--- src/rtl/imem_loader_if.sv ---
// Byte-stream ingress and instruction-memory write bus of the program loader.
interface imem_loader_if #(
  parameter int ADDR_W = 16
) ();
  logic [7:0]        in_data;
  logic              in_valid;
  logic              in_ready;
  logic              wr_en;
  logic [ADDR_W-1:0] wr_addr;
  logic [15:0]       wr_data;

  // Stream source / memory side
  modport master (
    output in_data, in_valid,
    input  in_ready, wr_en, wr_addr, wr_data
  );

  // Loader side
  modport slave (
    input  in_data, in_valid,
    output in_ready, wr_en, wr_addr, wr_data
  );
endinterface

--- src/rtl/imem_loader.sv ---
// Instruction-memory program loader: parses a length header followed by
// 16-bit words from a byte stream and writes them to consecutive even
// addresses, holding the fetch pipeline until the load completes.
module imem_loader #(
  parameter int                ADDR_W    = 16,
  parameter logic [ADDR_W-1:0] BASE_ADDR = '0,
  parameter int                MAX_WORDS = 16
) (
  input  logic           clk,
  input  logic           rst,
  input  logic           start,
  input  logic           abort,
  imem_loader_if.slave   bus,
  output logic           hold,
  output logic           done,
  output logic           overflow
);

  typedef enum logic [2:0] {
    IDLE,
    LEN_HI,
    LEN_LO,
    DATA_HI,
    DATA_LO,
    WRITE,
    DONE
  } state_t;

  localparam logic [16:0] SLOT_LIMIT = 17'(MAX_WORDS);

  state_t            state;
  logic [15:0]       count;
  logic [15:0]       idx;
  logic [7:0]        hi_byte;
  logic              receiving;
  logic              slot_free;
  logic [15:0]       idx_next;
  logic [ADDR_W-1:0] slot_addr;
  logic              wr_en;
  logic [ADDR_W-1:0] wr_addr;
  logic [15:0]       wr_data;

  // Decode receive states, slot availability and the target address of the current word
  always_comb begin
    receiving = (state == LEN_HI) || (state == LEN_LO) ||
                (state == DATA_HI) || (state == DATA_LO);
    slot_free = {1'b0, idx} < SLOT_LIMIT;
    idx_next  = idx + 16'd1;
    slot_addr = BASE_ADDR + ADDR_W'({idx, 1'b0});
  end

  // abort masks in_ready so a byte offered alongside it is never consumed
  assign bus.in_ready = receiving && !abort;
  assign bus.wr_en    = wr_en;
  assign bus.wr_addr  = wr_addr;
  assign bus.wr_data  = wr_data;

  // Load sequencer with registered strobes, write bus and status flags
  always_ff @(posedge clk or posedge rst) begin
    if (rst) begin
      state    <= IDLE;
      count    <= '0;
      idx      <= '0;
      hi_byte  <= '0;
      wr_en    <= 1'b0;
      wr_addr  <= '0;
      wr_data  <= '0;
      hold     <= 1'b0;
      done     <= 1'b0;
      overflow <= 1'b0;
    end else begin
      wr_en <= 1'b0;
      done  <= 1'b0;
      if (state != IDLE && abort) begin
        state <= IDLE;
        hold  <= 1'b0;
      end else begin
        case (state)
          IDLE: begin
            if (start) begin
              state    <= LEN_HI;
              hold     <= 1'b1;
              overflow <= 1'b0;
              idx      <= '0;
            end
          end
          LEN_HI: begin
            if (bus.in_valid) begin
              count[15:8] <= bus.in_data;
              state       <= LEN_LO;
            end
          end
          LEN_LO: begin
            if (bus.in_valid) begin
              count[7:0] <= bus.in_data;
              if ({count[15:8], bus.in_data} == 16'd0) begin
                state <= DONE;
                done  <= 1'b1;
              end else begin
                state <= DATA_HI;
              end
            end
          end
          DATA_HI: begin
            if (bus.in_valid) begin
              hi_byte <= bus.in_data;
              state   <= DATA_LO;
            end
          end
          // Strobe is issued on entry to WRITE so it is visible during the WRITE cycle
          DATA_LO: begin
            if (bus.in_valid) begin
              state <= WRITE;
              if (slot_free) begin
                wr_en   <= 1'b1;
                wr_addr <= slot_addr;
                wr_data <= {hi_byte, bus.in_data};
              end else begin
                overflow <= 1'b1;
              end
            end
          end
          WRITE: begin
            idx <= idx_next;
            if (idx_next == count) begin
              state <= DONE;
              done  <= 1'b1;
            end else begin
              state <= DATA_HI;
            end
          end
          DONE: begin
            state <= IDLE;
            hold  <= 1'b0;
          end
          default: begin
            state <= IDLE;
            hold  <= 1'b0;
          end
        endcase
      end
    end
  end

endmodule

--- src/flat_wrapper.sv ---
// flat-port wrapper written by rule: the top's interface ports become plain ports
module imem_loader_flat 
#(
  parameter int                ADDR_W    = 16,
  parameter logic [ADDR_W-1:0] BASE_ADDR = '0,
  parameter int                MAX_WORDS = 16
)
  (clk, rst, start, abort, hold, done, overflow, bus_in_data, bus_in_valid, bus_in_ready, bus_wr_en, bus_wr_addr, bus_wr_data);
  imem_loader_if #(.ADDR_W(ADDR_W)) bus_i ();
  input  logic clk;
  input  logic rst;
  input  logic start;
  input  logic abort;
  output logic hold;
  output logic done;
  output logic overflow;
  input wire logic [$bits(bus_i.in_data)-1:0] bus_in_data;
  input wire logic [$bits(bus_i.in_valid)-1:0] bus_in_valid;
  output wire logic [$bits(bus_i.in_ready)-1:0] bus_in_ready;
  output wire logic [$bits(bus_i.wr_en)-1:0] bus_wr_en;
  output wire logic [$bits(bus_i.wr_addr)-1:0] bus_wr_addr;
  output wire logic [$bits(bus_i.wr_data)-1:0] bus_wr_data;
  assign bus_i.in_data = bus_in_data;
  assign bus_i.in_valid = bus_in_valid;
  assign bus_in_ready = bus_i.in_ready;
  assign bus_wr_en = bus_i.wr_en;
  assign bus_wr_addr = bus_i.wr_addr;
  assign bus_wr_data = bus_i.wr_data;
  imem_loader #(.ADDR_W(ADDR_W), .BASE_ADDR(BASE_ADDR), .MAX_WORDS(MAX_WORDS)) u_core (.clk(clk), .rst(rst), .start(start), .abort(abort), .bus(bus_i), .hold(hold), .done(done), .overflow(overflow));
endmodule
--- config.mk ---
export PLATFORM = sky130hd
export DESIGN_NAME = imem_loader_flat
export DESIGN_NICKNAME = d
export VERILOG_FILES = /design/src/rtl/imem_loader_if.sv /design/src/rtl/imem_loader.sv /design/src/flat_wrapper.sv
export SDC_FILE = /design/constraint.sdc
export NUM_CORES = 1
export LEC_CHECK = 0
export BUFFER_PORTS_ARGS = -buffer_cell sky130_fd_sc_hd__buf_2
export CAP_MARGIN = 10
export CORE_ASPECT_RATIO = 1.1
export CORE_MARGIN = 2
export CORE_UTILIZATION = 52
export CTS_CLUSTER_DIAMETER = 50
export DETAILED_ROUTE_END_ITERATION = 7
export PLACE_DENSITY = 0.76
export SKIP_LAST_GASP = 1
export SYNTH_ARGS = -nofsm -noshare
export SYNTH_HDL_FRONTEND = slang
export SYNTH_SLANG_ARGS = --single-unit
--- constraint.sdc ---
create_clock -name clk -period 2.35 [get_ports clk]
set_clock_uncertainty 0.15 [all_clocks]
set_input_delay 0.1175 -clock clk [delete_from_list [all_inputs] [get_ports clk]]
set_output_delay 0.1175 -clock clk [all_outputs]
set_load 0.1 [all_outputs]
# Word level (Yosys, flattened, before mapping)
# Cells that the tools add are included.
# Widths: inputs -> output; s select.
dict set report word_totals {
  elab_cells 76
  regBits 78
}
dict set report classes {
  n_mux 27
  addsub 1
  n_eq_ne 15
  bitwise_logic 1
  n_reduce_logical 20
  n_lt_le_gt_ge 1
}
# cell count
set ops {}
lappend ops {{$pmux 16 s2} 1}
lappend ops {{$mux 3} 8}
lappend ops {{$pmux 3 s6} 1}
lappend ops {{$add 16x1->16 const B} 1}
lappend ops {{$eq 16x16->1} 1}
lappend ops {{$logic_not 16->1} 1}
lappend ops {{$lt 16x5->1 const B} 1}
lappend ops {{$mux 16} 1}
lappend ops {{$mux 1} 13}
lappend ops {{$ne 3x3->1 const B} 4}
lappend ops {{$reduce_and 3->1} 4}
lappend ops {{$reduce_and 5->1} 2}
lappend ops {{$eq 3x2->1 const B} 2}
lappend ops {{$eq 3x3->1 const B} 2}
lappend ops {{$ne 2x2->1 const B} 3}
lappend ops {{$pmux 1 s2} 3}
lappend ops {{$reduce_or 5->1} 1}
lappend ops {{$reduce_and 4->1} 1}
lappend ops {{$reduce_bool 2->1} 2}
lappend ops {{$eq 3x1->1 const B} 1}
lappend ops {{$logic_not 3->1} 1}
lappend ops {{$logic_or 1x1->1} 3}
lappend ops {{$ne 3x2->1 const B} 1}
lappend ops {{$reduce_bool 3->1} 1}
lappend ops {{other kinds (5)} 6}

# Depth between registers and ports, before layout
# Gate-level depths: netlist of run 1.
dict set report logic_depth {
  ltp_word 5
  depth_mapped 8
  depth_no_buf 7
}

# Least setup slack after synthesis of run 1
# Ideal clock, no wire load.
dict set report synth_path {
  kind {flip-flop to flip-flop}
  start {reg u_core.idx[1]}
  end {reg u_core.state[0]}
  slack_ns -0.107
  t_required_ns 2.082
  arrival_ns 2.189
  stages_incl_launch_ff 8
  period_less_slack_ns 2.457
  path_cell_list {dfrtp_1 -> ha_1 -> nand4_1 -> or3_1 -> a32oi_1 -> o211ai_1 -> or4_4 -> a21o_1}
}
dict set report synth_between {
  elab_chain_len 5
}
# item line_no
set synth_lines {}
lappend synth_lines {{start, declared} imem_loader.sv:33} ;# logic [15:0] idx;
lappend synth_lines {{start signal, assigned} imem_loader.sv:124} ;# idx <= idx_next;
lappend synth_lines {{$add 16x1->16} imem_loader.sv:48} ;# idx_next = idx + 16'd1;
lappend synth_lines {{$eq 16x16->1} imem_loader.sv:125} ;# if (idx_next == count) begin
lappend synth_lines {{$mux 3} imem_loader.sv:125}
lappend synth_lines {{$pmux 3 s6} imem_loader.sv:78} ;# case (state)
lappend synth_lines {{$mux 3} imem_loader.sv:74} ;# if (state != IDLE && abort) begin
lappend synth_lines {{end signal, assigned} imem_loader.sv:75} ;# state <= IDLE;
lappend synth_lines {{end signal, assigned} imem_loader.sv:81} ;# state <= LEN_HI;
lappend synth_lines {{end signal, assigned} imem_loader.sv:126} ;# state <= DONE;
lappend synth_lines {{end, declared} imem_loader.sv:31} ;# state_t state;
# No other way between the ends.
# A chain may end at the register's enable or synchronous reset.

# Worst setup path after layout of run 1
# Same ends and word-level chain as after synthesis.

==> impl_metrics.csv, run 1 <==
group,metric,value,unit
drt,drcViolationCount,0,
die,die_area,0.00800,mm²
clock_tree,numCtsBuffers,9,
cells_and_area,fillers,465,
global_routing,grt_max_degree,79,
logic_synthesis,ys_top_cells_by_area,"dfrtp_1 (51%), mux2_2 (13%), xnor2_1 (3.9%), o21ai_0 (3.4%), nand4_1 (2.1%)",
logic_synthesis,synth_nets,360,
drt,wl,9910,µm
worst_setup_path,slowest_delay,540,ps
logic_synthesis,synth-main-ff-cell,"dfrtp_1",
worst_setup_path,critPathCaptureType,"register",
sta,worst_slack,-99.1,ps
worst_setup_path,rr_worst_depth,7,
cells_and_area,syn2layout_area_growth,29.8,%
global_routing,grt_pass1_vias,3210,
sta,hold_viol,0,
drt,viasPerCell,6.07,
logic_synthesis,yosysSeqAreaShare,51.4,%
logic_synthesis,netlist_area,0.00380,mm²
global_routing,grt.total_usage,25.0,%
sta,post-route-period-util,104,%
global_routing,grt_pass1_wl,15500,µm
placement,port_buffers,48,
placement,hpwl,6460,µm
power_and_ir_drop,vdd_drop_max,0.641,mV
die,die_h,93.6,µm
sta,finalSetupViolations,3,
sta,tightest_slew,510,ps
logic_synthesis,syn_area_per_cell,11.0,µm²
worst_setup_path,crit_slowest_cell,"or4_4",
worst_hold_path,min_path_cells,4,
sta,fmax,408,MHz
sta,period_needed,2450,ps
die,die_w,85.5,µm
worst_setup_path,path_cells,"ha_4 > nand4_1 > or3_1 > a32oi_1 > o211ai_1 > or4_4 > a21o_1",
status,violations,"setup timing",
placement,post-place-ws,-76.7,ps
logic_synthesis,yosys_warnings,0,
placement,gp_congestion,0.921,
clock_tree,ctsLongestPathBuffers,2,
drt,dr.first_iter.drc_count,298,
logic_synthesis,synth_seq_cells,78,
sta,slew_viol_final,0,
drt,vias,3282,
clock_tree,clkLatencyLatePin,350,ps
drt,drt_pass1_iterations,6,
worst_setup_path,critPathRequiredTime,2440,ps
worst_setup_path,reg2reg_slack,-100,ps
global_routing,grt_overflow_total,0,
cells_and_area,n_antenna_cell,0,
worst_hold_path,hp-start,"bus_in_valid",
logic_synthesis,synth_edf_count,0,
sta,max-slew-margin-rel,65.9,%
logic_synthesis,yosysUniqueCellTypes,47,
logic_synthesis,synth_cells,346,
drt,routed_wire_length_per_instance,18.3,µm
clock_tree,clkSlewWorstSetupHoldPaths,80,ps
global_routing,antenna_found_initial,0,
cells_and_area,layout-drive-gt1-share,42.1,%
die,io_pins,50,
worst_setup_path,crit-reg2reg-capture,"u_core.state[0]",
sta,rsz0062_at_grt,"yes",
worst_hold_path,worst_hold_path_type,"in2reg",
logic_synthesis,async_reset_ff_share,100,%
worst_setup_path,start_kind,"register",
status,status,"finished, violations left",
cells_and_area,post-route-util,69.9,%
die,placementRows,32,
worst_setup_path,arrival,2540,ps
die,start_util,53.9,%
worst_setup_path,crit_type,"reg2reg",
drt,ant_nets,0,
power_and_ir_drop,leakage,2.39,nW
worst_hold_path,min_to,"u_core.state[1]",
clock_tree,cts.sinks,78,
logic_synthesis,synth_top_area_share,51.4,%
clock_tree,cts_tree,"built",
logic_synthesis,yosysTopAreaCell,"dfrtp_1",
power_and_ir_drop,power_density,806,mW/mm²
job,cap_viol_max_count,0,
clock_tree,cts.htree.levels,3,
worst_setup_path,regToRegStartpoint,"u_core.idx[1]",
die,core,0.00705,mm²
clock_tree,root_buffer,"clkbuf_8",
cells_and_area,finalNetCount,466,
worst_setup_path,critPathMaxFanout,5,
## state kept, by name (all words and copies together), names as in the netlist
signal / count
u_core.bus.wr_addr: 15
u_core.bus.wr_data: 16
u_core.bus.wr_en: 1
u_core.count: 16
u_core.done: 1
u_core.hi_byte: 8
u_core.hold: 1
u_core.idx: 16
u_core.overflow: 1
u_core.state: 3
## cell type report
cell class                      instances  area, µm²  share of cell area [%]
Timing Repair Buffer                  120        845                    17.1
Inverter                                2       7.51                   0.152
Clock buffer                           10        138                    2.79
Multi-Input combinational cell        241       1790                    36.3
Clock inverter                          5       83.8                    1.70
Tap cell                               85        106                    2.16
Sequential cell                        78       1960                    39.8
## where the power goes
part / internal, mW / switching [mW] / leakage (nW) / total, mW
Clock: 0.623 / 0.498 / 0.105 / 1.12
Combinational: 0.441 / 0.635 / 1.25 / 1.08
Sequential: 1.57 / 0.201 / 1.04 / 1.78
## worst max-delay path by stage
stage                  startpoint         endpoint  slack [ps]  cells after the start
floorplan           u_core.idx[1]  u_core.state[0]         -30                      7
global route        u_core.idx[0]  u_core.state[0]        -150                      7
finish              u_core.idx[1]  u_core.state[0]        -100                      7
CTS                 u_core.idx[0]  u_core.state[0]          -3                      7
detailed placement  u_core.idx[0]  u_core.state[0]         -80                      7
global placement    u_core.idx[0]  u_core.state[0]          -4                      7
## cell families after synthesis
logic type / after synthesis / share of synthesized area, %
XOR/XNOR: 24 / 5.54
buffers and inverters: 27 / 3.43
flip-flops: 78 / 51.4
AO/OA/AOI/OAI: 58 / 9.16
other: 1 / 0.0988
AND/OR/NAND/NOR: 112 / 16.7
multiplexers: 45 / 13.3
adder cells (fa/ha/maj): 1 / 0.330
## cells in the mapped netlist, types with 5 or more instances
library cell	count
nand3_1	11
clkbuf_1	12
nor2b_1	12
o21ai_0	26
nand2_1	17
nand3b_1	5
nand4_1	13
mux2_2	44
nor4_1	11
a21oi_1	12
buf_2	8
xnor2_1	17
dfrtp_1	78
nor2_1	17
xor2_1	7
## worst max-delay path: cells and delay by family, from the launching register on
family                     cells  cell delay (ps)
adders and majority gates      1              180
and+or+nand+nor                3             1030
AOI/OAI and AO/OA              3              540
DFF                            1              440
## timing repair
item,CTS,global route
setup buffers,2,6
endpoints found under the setup margin,3,3
endpoints found under the hold margin,113,0
pin swaps,0,12
hold buffers,11,0
gates resized for setup,6,13
## cells in the final DEF (no fill, tap or decap), types with 4 or more instances in the layout
cell,synthesis,routed
nand4_1,13,13
nor4_1,11,9
buf_4,3,56
nor2_1,17,16
xor2_1,7,6
o31ai_1,4,4
dfrtp_1,78,73
nand2b_1,4,4
nand3_1,11,10
xnor2_1,17,16
buf_2,8,48
clkbuf_8,0,10
mux2_2,44,44
o21ai_0,26,26
a21oi_1,12,11
dlygate4sd3_1,0,11
nand2_1,17,17
nor2b_1,12,12
nand3b_1,5,5
dfrtp_2,0,5
## metrics by stage
step	TNS, ps	std cells	area (µm²)	hold WS (ps)	power (mW)
after floorplan	-26.9	346	3810	118	2.57
after global placement	-3.64	507	4460	86.3	2.76
after detailed placement	-169	507	4460	93.9	2.80
after CTS	-3.10	535	4820	64.3	3.94
after global routing	-405	541	4930	102	4.14
final	-211	541	4930	75.8	3.97
## layer usage
| metal | GRT usage (%) | routed length (µm) |
|---|---|---|
| met1 | 31.3 | 4060 |
| met2 | 42.4 | 4800 |
| met3 | 6.00 | 734 |
| met4 | 8.33 | 315 |
| met5 | 0 | 0 |
Note: power is estimated with default switching activity, not from simulation.
==> run 2: changes to the inputs <==
- SETUP_SLACK_MARGIN: not set -> 0.3
==> run 2 against run 1 <==
Effect of this change:
- the flow still finishes with violations (setup timing)
- sequential share of layout area is essentially flat
- critical path type unchanged
- power shrank 3.9%
- final cell count grew 0.18%
- hold slack lost 13 ps
- clock-buffer cell count is the same
- fmax grew 1.5%
- first-iteration DRC count shrank 2.7%
- via count shrank 1.9%
- critical path depth is the same
- sequential power is essentially flat
- combinational power is essentially flat
==> impl_metrics.csv, run 2 (synthesis gave the netlist of run 1 again) <==
group,metric,value,unit
sta,finalSetupViolations,3,
global_routing,antenna_found_initial,0,
sta,hold_viol,0,
worst_hold_path,worst_hold_path_type,"in2reg",
die,die_w,85.5,µm
drt,drt_pass1_iterations,5,
status,violations,"setup timing",
worst_setup_path,crit-reg2reg-capture,"u_core.state[0]",
worst_setup_path,start_kind,"register",
worst_setup_path,rr_worst_depth,7,
clock_tree,numCtsBuffers,9,
die,start_util,53.9,%
drt,routed-wl-met2,5130,µm
cells_and_area,most-common-layout-cells,"dfrtp_1 (71), buf_4 (55), buf_2 (48)",
job,cap_viol_max_count,0,
global_routing,grt_max_degree,37,
clock_tree,clkLatencyLatePin,350,ps
worst_hold_path,hp-start,"bus_in_valid",
cells_and_area,final_common_cell,"dfrtp_1",
clock_tree,ctsLongestPathBuffers,2,
status,status,"finished, violations left",
drt,dr.max_layer_used,"met4",
drt,met3RoutedLength,686,µm
cells_and_area,reg_top3,"u_core.bus.wr_data: 16 flops, u_core.count: 16 flops, u_core.idx: 16 flops",
clock_tree,cts.htree.levels,3,
worst_setup_path,arrival,2510,ps
sta,period_needed,2410,ps
clock_tree,cts.sinks,78,
cells_and_area,fillers,465,
worst_setup_path,critPathCaptureType,"register",
sta,tightest_slew,546,ps
power_and_ir_drop,leakage,2.39,nW
placement,post-place-ws,-37.6,ps
clock_tree,clkSlewWorstSetupHoldPaths,90,ps
worst_setup_path,critPathRequiredTime,2450,ps
placement,port_buffers,48,
clock_tree,cts_tree,"built",
placement,gp_congestion,0.946,
global_routing,grt.total_usage,26.0,%
drt,wl_met1,4060,µm
drt,vias,3219,
sta,fmax,414,MHz
placement,hpwl,6410,µm
sta,max-slew-margin-rel,63.5,%
drt,wl,10200,µm
sta,rsz0062_at_grt,"yes",
drt,routed_wire_length_per_instance,18.8,µm
global_routing,grt_pass1_vias,3178,
die,die_area,0.00800,mm²
die,core,0.00705,mm²
clock_tree,root_buffer,"clkbuf_8",
cells_and_area,layout-drive-gt1-share,42.9,%
sta,holdWs,62.4,ps
worst_setup_path,regToRegStartpoint,"u_core.idx[11]",
global_routing,grt_overflow_total,0,
worst_hold_path,min_path_cells,4,
die,die_h,93.6,µm
drt,dr.first_iter.drc_count,290,
worst_hold_path,min_to,"u_core.state[1]",
cells_and_area,n_antenna_cell,0,
drt,viasPerCell,5.94,
worst_setup_path,crit_type,"reg2reg",
die,io_pins,50,
worst_setup_path,reg2reg_slack,-60,ps
power_and_ir_drop,power_density,775,mW/mm²
worst_setup_path,critPathMaxFanout,6,
sta,post-route-period-util,103,%
global_routing,grt_pass1_wl,16000,µm
drt,ant_nets,0,
drt,drcViolationCount,0,
die,placementRows,32,
cells_and_area,syn2layout_area_growth,29.8,%
cells_and_area,finalNetCount,466,
power_and_ir_drop,vdd_drop_max,0.620,mV
sta,worst_slack,-64.1,ps
sta,slew_viol_final,0,
## run 2: worst max path at each step
stage | startpoint | to | cells past startpoint
after floorplan | u_core.idx[1] | u_core.state[0] | 7
after global placement | u_core.idx[2] | u_core.state[0] | 8
after detailed placement | u_core.idx[2] | u_core.state[0] | 8
after CTS | u_core.idx[0] | u_core.state[0] | 7
after global routing | u_core.idx[0] | u_core.state[0] | 7
final | u_core.idx[11] | u_core.state[0] | 7
## run 2: worst max-delay path, cell delays in order, from the launching register on
cell	delay [ps]
dfrtp_1	470
nand4_1	240
nor4_2	380
buf_4	170
xnor2_1	140
o31ai_1	130
or4_4	460
a21o_1	170
## run 2: per-stage QoR
step	instances	total power [mW]	utilization, %	cell area [µm²]	setup TNS (ps)
floorplan	346	2.57	-	3830	0
global placement	501	2.78	62.8	4430	-67.2
detailed placement	501	2.82	62.8	4430	-66.4
CTS	533	3.79	68.3	4810	-20.7
global route	542	3.97	69.9	4930	-377
finish	542	3.82	69.9	4930	-116
## run 2: cell type report
class | count | area, µm² | area share (%)
Timing Repair Buffer | 120 | 865 | 17.5
Multi-Input combinational cell | 241 | 1790 | 36.4
Clock buffer | 10 | 138 | 2.79
Inverter | 2 | 11.3 | 0.229
Tap cell | 85 | 106 | 2.16
Sequential cell | 78 | 1960 | 39.8
Clock inverter | 6 | 52.6 | 1.07
## run 2: report_power, final
group	total [mW]	leakage, nW	switching, mW	internal (mW)
Clock	0.976	0.0914	0.547	0.429
Combinational	1.06	1.26	0.623	0.434
Sequential	1.78	1.04	0.211	1.57
## run 2: layer usage
metal,vias to the layer above,track usage [%]
met5,-,0
met4,0,9.92
met3,36,5.47
met2,144,44.7
met1,1583,32.1
li1,1456,-
## run 2: what timing repair did
item	CTS	global route
hold buffers	11	0
setup buffers	4	9
endpoints found under the hold margin	57	0
endpoints found under the setup margin	23	25
pin swaps	10	9
gates cloned	1	0
resized for setup	7	15
